===== src/rtl/bg_scroll_ctrl.sv =====
// Background scroll registers (double-buffered at blanking), scrolled pixel coordinates and Z80 BG RAM arbitration.
// Coordinates lag pixel_ce by 1 clk; CPU is stalled via BG_WAIT until the next free tile slot, blanking or timeout.
module bg_scroll_ctrl #(
   parameter int WAIT_TIMEOUT = 16
) (
   input  logic        master_clk,
   input  logic        reset_n,
   input  logic        pixel_ce,
   input  logic [8:0]  HPIX,
   input  logic [7:0]  VPIX,
   input  logic        HBLANK,
   input  logic        VBLANK,
   input  logic [15:0] CPU_ADDR,
   input  logic [7:0]  CPU_DIN,
   input  logic        Z80_WR,
   input  logic        SCROLL_CS,
   input  logic        BG_RAM_CS,
   output logic [8:0]  HPIXSCRL,
   output logic [7:0]  VPIXSCRL,
   output logic        BG_WAIT,
   output logic        CPU_RAM_SYNC,
   output logic [8:0]  SCRL_X_out,
   output logic [7:0]  SCRL_Y_out
);
   localparam int CW = $clog2(WAIT_TIMEOUT + 1);

   typedef enum logic [1:0] {
      ST_IDLE  = 2'd0,
      ST_WAIT  = 2'd1,
      ST_GRANT = 2'd2
   } arb_state_t;

   arb_state_t state, state_nxt;

   logic          wr_q, cs_q, hb_q, vb_q;
   logic [8:0]    pend_x, act_x;
   logic [7:0]    pend_y, act_y;
   logic [8:0]    hsum;
   logic [7:0]    vsum;
   logic          scroll_wr, hb_rise, vb_rise, cs_fall, blank, slot, timeout;
   logic [CW-1:0] wait_cnt, wait_cnt_nxt;
   logic          sync_due, sync_due_nxt, bg_wait_nxt, sync_nxt, grant_pix;
   logic          unused_addr;

   assign unused_addr = ^CPU_ADDR[15:2];

   assign scroll_wr = ~SCROLL_CS & wr_q & ~Z80_WR;
   assign hb_rise   = HBLANK & ~hb_q;
   assign vb_rise   = VBLANK & ~vb_q;
   assign cs_fall   = cs_q & ~BG_RAM_CS;
   assign blank     = HBLANK | VBLANK;

   // Sums wrap naturally at the coordinate widths.
   assign hsum    = HPIX + act_x;
   assign vsum    = VPIX + act_y;
   assign slot    = (hsum[2:0] == 3'b111);
   assign timeout = (wait_cnt == CW'(WAIT_TIMEOUT - 1));

   assign SCRL_X_out = act_x;
   assign SCRL_Y_out = act_y;

   // Latches read pend_* before this cycle's write lands, so a coincident write waits a frame/line.
   always_ff @(posedge master_clk or negedge reset_n) begin
      if (!reset_n) begin
         wr_q     <= 1'b1;
         cs_q     <= 1'b1;
         hb_q     <= 1'b0;
         vb_q     <= 1'b0;
         pend_x   <= '0;
         pend_y   <= '0;
         act_x    <= '0;
         act_y    <= '0;
         HPIXSCRL <= '0;
         VPIXSCRL <= '0;
      end else begin
         wr_q <= Z80_WR;
         cs_q <= BG_RAM_CS;
         hb_q <= HBLANK;
         vb_q <= VBLANK;
         if (hb_rise) act_x <= pend_x;
         if (vb_rise) act_y <= pend_y;
         if (scroll_wr) begin
            case (CPU_ADDR[1:0])
               2'd0:    pend_x[7:0] <= CPU_DIN;
               2'd1:    pend_x[8]   <= CPU_DIN[0];
               2'd2:    pend_y      <= CPU_DIN;
               default: ;
            endcase
         end
         if (pixel_ce) begin
            HPIXSCRL <= hsum;
            VPIXSCRL <= vsum;
         end
      end
   end

   always_ff @(posedge master_clk or negedge reset_n) begin
      if (!reset_n) begin
         state        <= ST_IDLE;
         wait_cnt     <= '0;
         sync_due     <= 1'b0;
         BG_WAIT      <= 1'b1;
         CPU_RAM_SYNC <= 1'b1;
      end else begin
         state        <= state_nxt;
         wait_cnt     <= wait_cnt_nxt;
         sync_due     <= sync_due_nxt;
         BG_WAIT      <= bg_wait_nxt;
         CPU_RAM_SYNC <= sync_nxt;
      end
   end

   // A blanking-time grant enters GRANT off the pixel grid, so its slot strobe is deferred to the next pixel_ce.
   always_comb begin
      state_nxt    = state;
      wait_cnt_nxt = wait_cnt;
      sync_due_nxt = sync_due;
      bg_wait_nxt  = BG_WAIT;
      sync_nxt     = CPU_RAM_SYNC;
      grant_pix    = 1'b0;
      case (state)
         ST_IDLE: begin
            if (cs_fall) begin
               if (blank) begin
                  state_nxt    = ST_GRANT;
                  sync_due_nxt = 1'b1;
               end else begin
                  state_nxt    = ST_WAIT;
                  bg_wait_nxt  = 1'b0;
                  wait_cnt_nxt = '0;
               end
            end
         end
         ST_WAIT: begin
            if (BG_RAM_CS) begin
               state_nxt   = ST_IDLE;
               bg_wait_nxt = 1'b1;
            end else if (pixel_ce) begin
               if (slot || blank || timeout) begin
                  state_nxt = ST_GRANT;
                  grant_pix = 1'b1;
               end else begin
                  wait_cnt_nxt = wait_cnt + 1'b1;
               end
            end
         end
         ST_GRANT: begin
            bg_wait_nxt = 1'b1;
            if (pixel_ce && sync_due) begin
               grant_pix    = 1'b1;
               sync_due_nxt = 1'b0;
            end
            if (BG_RAM_CS) begin
               state_nxt    = ST_IDLE;
               sync_due_nxt = 1'b0;
            end
         end
         default: state_nxt = ST_IDLE;
      endcase
      if (pixel_ce) sync_nxt = ~grant_pix;
   end
endmodule


===== config.mk =====
export PLATFORM = sky130hd
export DESIGN_NAME = bg_scroll_ctrl
export DESIGN_NICKNAME = d
export VERILOG_FILES = /design/src/rtl/bg_scroll_ctrl.sv
export SDC_FILE = /design/constraint.sdc
export NUM_CORES = 1
export LEC_CHECK = 0
export ABC_CLOCK_PERIOD_IN_PS = 6650
export CAP_MARGIN = 40
export CORE_MARGIN = 8
export CORE_UTILIZATION = 30
export CTS_BUF_LIST = sky130_fd_sc_hd__clkbuf_2
export CTS_CLUSTER_SIZE = 30
export DETAILED_ROUTE_END_ITERATION = 10
export MAX_ROUTING_LAYER = met4
export PLACE_DENSITY = 0.58
export SLEW_MARGIN = 20
export SYNTH_ARGS = -nofsm -noshare
export SYNTH_HDL_FRONTEND = slang
export SYNTH_SLANG_ARGS = --single-unit

===== constraint.sdc =====
create_clock -name master_clk -period 6.65 [get_ports master_clk]
set_clock_uncertainty 0.1 [all_clocks]
set_input_delay 1.6625 -clock master_clk [delete_from_list [all_inputs] [get_ports master_clk]]
set_output_delay 1.6625 -clock master_clk [all_outputs]
set_load 0.03 [all_outputs]

Word-level counts from Yosys, hierarchy flattened
Cells that the tools add are included.
Word-level totals
  register bits after elaboration: 65
  input port bits: 49
  output and inout bits: 36
  logic and storage cells: 90
Operators by class
  $add $sub $neg: 3
  equal/unequal tests: 17
  muxes and demuxes: 27
  bitwise logic cells: 12
  reductions and logical operators: 15
Operator list (count)
  $mux 5: 5
  $ne 2x2->1 const B: 8
  $mux 2: 6
  $reduce_and 4->1: 3
  $mux 1: 11
  $pmux 5 s2: 1
  $add 9x9->9: 1
  $ne 3x3->1 const B: 3
  $add 8x8->8: 1
  $not 1->1: 6
  $pmux 2 s3: 1
  $reduce_and 2->1: 3
  $reduce_and 6->1: 1
  $add 5x1->5 const B: 1
  $and 1x1->1: 5
  $eq 5x4->1 const B: 1
  $eq 2x1->1 const B: 2
  $eq 2x2->1 const B: 2
  $logic_not 2->1: 2
  $pmux 1 s2: 2
  $reduce_bool 2->1: 2
  $eq 3x3->1 const B: 1
  $pmux 1 s3: 1
  $reduce_bool 3->1: 1
  other kinds (3): 4

Logic depth before layout (Yosys ltp)
Gate-level depths: netlist (run 1).
  depth in word-level cells: 9
  depth in mapped cells: 7
  mapped depth without buffers: 7

Least setup slack after synthesis (run 1)
OpenSTA, ideal clock, no wires.
  path type: input port to flip-flop
  start: input port HPIX[0]
  end: register wait_cnt[0]
  library setup time: 125 ps
  arrival time: 3296 ps
  required time: 6425 ps
  path slack: 3129 ps
  stages on the path: 6
  buffers on the path: 0
  cell sequence: ha_1 -> fa_1 -> xnor2_1 -> o211ai_2 -> a21oi_2 -> mux2_2
Between the ends
  longest elaborated chain between the ends: 6
RTL lines
  start, declared: RTL line 9  | input logic [8:0] HPIX,
  $add 9x9->9: RTL line 54  | assign hsum = HPIX + act_x;
  $eq 3x3->1: RTL line 56  | assign slot = (hsum[2:0] == 3'b111);
  $logic_or 1x1->1 (2 in a row): RTL line 139  | if (slot || blank || timeout) begin
  $ne 2x2->1 (no line)
  $reduce_and 6->1 (no line)
  end signal, assigned: RTL line 106  | wait_cnt <= wait_cnt_nxt;
  end, declared: RTL line 41  | logic [CW-1:0] wait_cnt, wait_cnt_nxt;
Every way passes these cells.
A chain may end at the register's enable or synchronous reset.

Worst setup path after layout (run 1)
Ends and elaborated chain as after synthesis.

==> flow_summary.yaml, run 1 <==
outcome:
  status: "completed"
finish:
  n_antenna_cell: 0
  layout-drive-gt1-share_pct: 18.9
  multiInputGateArea_sq_um: 1690
  final_common_cell: "clkdlybuf4s50_1"
  fillers: 1139
  fin_area_sq_um: 4410
  layout_common_cells: "clkdlybuf4s50_1 (69), dfrtp_1 (61), mux2_2 (41)"
  area.growth.synth_to_final_pct: 29.6
  fin_nets: 437
  final-seq-area_sq_um: 1630
yosys:
  synth_edf_count: 0
  synth_area_sq_um: 3400
  ys_warn_count: 0
  synth_area_per_cell_sq_um: 11.8
  synthTopCellsByArea: "dfrtp_1 (45%), mux2_2 (14%), ha_1 (7.4%), dfstp_2 (3.1%), a21oi_1 (2.1%)"
  yosysTopAreaCellShare_pct: 44.9
  yosysSeqAreaShare_pct: 47.9
  post_synth_num_cell_types: 52
  synth_area_leader_cell: "dfrtp_1"
  syn-num-nets: 359
  ys_async_sr_fraction_pct: 100
  synth-seq-cells: 65
  synth_cells: 288
  synth_flop_cell: "dfrtp_1"
sta:
  rsz0062_at_grt: "no"
  setup_viol: 0
  final-max-slew-violation-count: 0
  slew_headroom_pct: 63.9
  max_freq_mhz: 270
  setup_tns_ns: 0
  finalCritPeriodShare_pct: 55.7
  fin_crit_ns: 3.70
  worst_pin_slew_ns: 0.542
  setup_ws_ns: 2.95
  hold_viol_final: 0
power:
  ir_worst_vdd_mv: 0.137
  comb_power_share_pct: 49.4
  p_leak_nw: 1.90
  power.density_nw_per_um2: 379
  p_switching_mw: 0.693
  swShare_pct: 41.4
  p_int_mw: 0.979
  p_seq_share_pct: 36.4
  clkPwrFrac_pct: 14.2
drt:
  dr_wl_met3_um: 354
  dr.pass1.iters: 4
  postRouteAntennaNets: 0
  finalWirelength_mm: 8.29
  wl_met2_mm: 3.90
  met1_length_mm: 3.98
  viasPerCell: 4.89
  num_vias: 2514
  wl_per_cell_um: 16.1
  drtIter0Drc: 110
  drc_errors: 0
  topRoutingLayerUsed: "met4"
cts:
  cts_buffers: 9
  ctsHoldBuffers: 0
  htreeDepth: 3
  cts-root-buf: "clkbuf_2"
  clock_latency_ns: 0.48
  post_cts_buffers: 0
  tritoncts: "built"
  clockBufferDepth: 2
  clk_pin_slew_ns: 0.21
  cts_sinks: 65
  cts_resized: 0
critical_path:
  crit_type: "in2reg"
  slowest_delay_ns: 0.46
  end_kind: "flop"
  crit_path_start_kind: "input port"
  cp_max_fo: 4
  cp.required_ns: 6.96
  slowest_stage: "xnor2_1"
  cp.arrival_ns: 4.01
  crit_chain: "clkdlybuf4s50_1, ha_1, fa_1, xnor2_1, o211ai_2, a21oi_2, mux2_2"
floorplanning:
  fp.dieH_um: 123
  start_util_pct: 30.3
  io_pins: 85
  core_region_area_sq_um: 11200
  die_w_um: 123
  num_rows: 39
  fp.dieArea_sq_um: 15000
global_route:
  track_usage_pct: 11.8
  grt_pass1_vias: 2620
  gr-total-overflow: 0
  antenna_found_initial: 0
  grt_max_degree: 44
  grt_pass1_wl_mm: 13.4
placement:
  placed_area_sq_um: 4300
  finalWeightedCongestion: 0.841
  dp_hpwl_mm: 6.43
  port-buffer-count: 70
  dp_slack_ns: 2.43
min_path:
  hp-class: "reg2reg"
flow_run:
  cap_violations: 0
logic make-up after synthesis:
group	after synthesis	synth area share, %
DFF	65	47.9
adders and majority gates	22	8.53
AOI/OAI and AO/OA	72	15.2
buffers and inverters	23	2.54
and+or+nand+nor	55	9.56
xor gates and xnor gates	7	1.80
muxes	44	14.4
metal layers:
metal | GRT usage, % | up-vias
li1 | - | 1227
met1 | 14.6 | 1232
met3 | 3.63 | 5
met4 | 2.51 | 0
met2 | 18.7 | 50
met5 | - | -
final cells by class:
class	count	share of cell area, %
flip-flops and latches	65	37.0
well taps	143	4.06
repair buffers	73	16.7
clock inverters	7	1.56
clock buffers	9	1.02
inverters	17	1.45
multi-input cells	200	38.2
state kept, by name, summed over array words and instances (netlist names), 2 cells and up:
signal and flops:
SCRL_Y_out 8, SCRL_X_out 9, pend_x 9, pend_y 8, state 2, VPIXSCRL 8
HPIXSCRL 9, wait_cnt 5
worst paths after layout:
kind / end / startpoint / cells after the start / slack [ns]
max reg2reg: wait_cnt[0] / SCRL_X_out[0] / 6 / 4.10
min: CPU_RAM_SYNC / CPU_RAM_SYNC / 2 / 0.40
min in group asynchronous: VPIXSCRL[0] / reset_n / 2 / 1.03
max in group asynchronous: BG_WAIT / reset_n / 3 / 4.85
min reg2reg: CPU_RAM_SYNC / CPU_RAM_SYNC / 2 / 0.40
max: wait_cnt[0] / HPIX[0] / 7 / 2.95
Yosys cell counts (5+ instances only):
cell type,instances
a21oi_1,14
a211oi_1,5
mux2_2,41
ha_1,20
nor2_1,13
o21ai_0,12
nand2_1,14
inv_1,16
o211ai_1,6
clkbuf_1,5
dfrtp_1,61
nand2b_1,7
a21o_1,5
power by group through the flow:
stage	Sequential, mW	Combinational, mW	Clock [mW]
final	0.608	0.826	0.238
after global routing	0.627	0.891	0.271
after CTS	0.612	0.835	0.251
after detailed placement	0.621	0.832	0
after global placement	0.617	0.818	0
after floorplan	0.765	0.361	0
stage by stage:
stage | utilization [%] | std cells | total power [mW] | hold slack [ns]
after detailed placement | 38.3 | 498 | 1.45 | 0.380
after CTS | 39.3 | 514 | 1.70 | 0.403
after global placement | 38.0 | 497 | 1.43 | 0.374
after floorplan | - | 288 | 1.13 | 0.375
final | 39.3 | 514 | 1.67 | 0.402
after global routing | 39.3 | 514 | 1.79 | 0.418
worst max-delay path, delay by kind of cell:
family,cells,cell delay [ns]
buffers and inverters,1,0.41
muxes,1,0.35
xor gates and xnor gates,1,0.46
adders and majority gates,2,0.69
AOI/OAI and AO/OA,2,0.44
No activity file was read; power rests on OpenSTA's default activity.
==> inputs of run 2 (changes only) <==
- ABC_CLOCK_PERIOD_IN_PS: 6650 -> 3200
- PLACE_DENSITY: 0.58 -> 0.6
- clock period: 6.65 -> 3.2 ns (I/O delays scaled with it)
==> run 2 against run 1 <==
  * Register-to-register slack lost 3.4 ns
  * Clock-buffer cell count is 2 higher
  * Total power grew 100%
  * Utilization shrank 0.17 points
  * Combinational power up 110%
  * Cell count rose by 0.58%
  * Wire length up 1.6%
  * Critical path type unchanged
  * Setup slack lost 2.5 ns
  * First-iteration DRC count is 33% lower
==> flow_summary.yaml, run 2 (same netlist as run 1, synthesis figures left out) <==
outcome:
  status: "completed"
cts:
  cts_resized: 0
  htreeDepth: 3
  cts-root-buf: "clkbuf_2"
  clock_latency_ns: 0.49
  clk_pin_slew_ns: 0.19
  cts_buffers: 9
  tritoncts: "built"
  cts_sinks: 65
  clockBufferDepth: 2
  post_cts_buffers: 0
  ctsHoldBuffers: 0
sta:
  finalCritPeriodShare_pct: 85.4
  final-max-slew-violation-count: 0
  slew_headroom_pct: 55.5
  holdWs_ns: 0.212
  worst_pin_slew_ns: 0.667
  setup_tns_ns: 0
  hold_viol_final: 0
  max_freq_mhz: 366
  rsz0062_at_grt: "no"
  setup_viol: 0
  fin_crit_ns: 2.73
drt:
  finalWirelength_mm: 8.43
  drtIter0Drc: 74
  num_vias: 2506
  drc_errors: 0
  viasPerCell: 4.85
  wl_per_cell_um: 16.3
  dr.pass1.iters: 5
  postRouteAntennaNets: 0
global_route:
  gr-total-overflow: 0
  grt_max_degree: 40
  antenna_found_initial: 0
  grt_pass1_wl_mm: 13.7
  grt_pass1_vias: 2671
  track_usage_pct: 12.2
finish:
  final_util_pct: 39.1
  fin_nets: 440
  layout_common_cells: "clkdlybuf4s50_1 (69), dfrtp_1 (61), mux2_2 (41)"
  layout-drive-gt1-share_pct: 19.5
  final_common_cell: "clkdlybuf4s50_1"
  n_antenna_cell: 0
  area.growth.synth_to_final_pct: 29.1
critical_path:
  end_kind: "flop"
  cp.required_ns: 3.52
  crit_type: "in2reg"
  crit_path_start_kind: "input port"
  cp_max_fo: 4
  cp.arrival_ns: 3.06
power:
  clkPwrFrac_pct: 11.6
  power_mw: 3.40
  p_seq_share_pct: 37.3
  power.density_nw_per_um2: 774
  p_int_mw: 1.98
  comb_power_share_pct: 51.1
  swShare_pct: 41.9
  p_leak_nw: 1.89
  ir_worst_vdd_mv: 0.314
  p_switching_mw: 1.42
floorplanning:
  fp.dieH_um: 123
  io_pins: 85
  start_util_pct: 30.3
  core_region_area_sq_um: 11200
  die_w_um: 123
  num_rows: 39
  fp.dieArea_sq_um: 15000
placement:
  dp_hpwl_mm: 6.62
  finalWeightedCongestion: 0.844
  port-buffer-count: 70
flow_run:
  cap_violations: 0
min_path:
  hp-class: "in2async"
## run 2: changes by cell type in the layout (fill, tap and decap cells not counted)
cell	previous run	this run
buf_4	2	5
inv_6	1	0
clkinv_4	2	0
clkinvlp_4	0	1
buf_16	1	0
clkinv_2	1	2
bufinv_16	1	0
clkbuf_2	9	11
buf_12	0	1
## run 2: path summary, 6_finish.rpt
path | to | slack [ns] | startpoint | cells past startpoint
max in group asynchronous | wr_q | 2.08 | reset_n | 2
setup reg to reg | state[0] | 0.73 | SCRL_X_out[0] | 7
setup / recovery | state[0] | 0.47 | HPIX[0] | 8
hold / removal | wait_cnt[4] | 0.21 | reset_n | 1
hold reg to reg | SCRL_Y_out[7] | 0.39 | pend_y[7] | 1
min in group master_clk | SCRL_Y_out[7] | 0.39 | pend_y[7] | 1
## run 2: layer usage
layer	track usage (%)	share of wire (%)	vias up	routed length [um]
li1	-	-	1225	-
met1	15.1	48	1213	4040
met2	19.1	47	56	3970
met3	2.81	3.3	12	278
met4	4.65	1.7	0	142
met5	-	0	-	0
## run 2: cell type report
class	instances	area, sq um
Multi-Input combinational cell	200	1690
Timing Repair Buffer	76	753
Inverter	17	63.8
Clock buffer	11	55.1
Sequential cell	65	1630
Tap cell	143	179
Fill cell	1137	6830
Clock inverter	5	25.0
## run 2: power groups by stage
stage | Combinational [mW] | Sequential (mW) | Clock (mW)
3_5_place_dp | 1.74 | 1.29 | 0
5_1_grt | 1.88 | 1.30 | 0.466
4_1_cts | 1.75 | 1.27 | 0.422
6_report | 1.74 | 1.27 | 0.395
3_3_place_gp | 1.72 | 1.28 | 0
2_1_floorplan | 0.750 | 1.59 | 0
## run 2: stage by stage
step	instance area [sq um]	std cells	setup slack [ns]
after floorplan	3400	288	0.542
after detailed placement	4310	501	0.0110
after global routing	4390	517	0.441
after CTS	4390	517	0.481
after global placement	4310	501	0.0267
final	4390	517	0.466
## run 2: critical path: stages
cell and delay (ns):
clkdlybuf4s50_1 0.41, ha_1 0.24, fa_1 0.43, xnor2_1 0.34, buf_4 0.19, o2111ai_1 0.19
a221oi_1 0.32, a41o_1 0.13
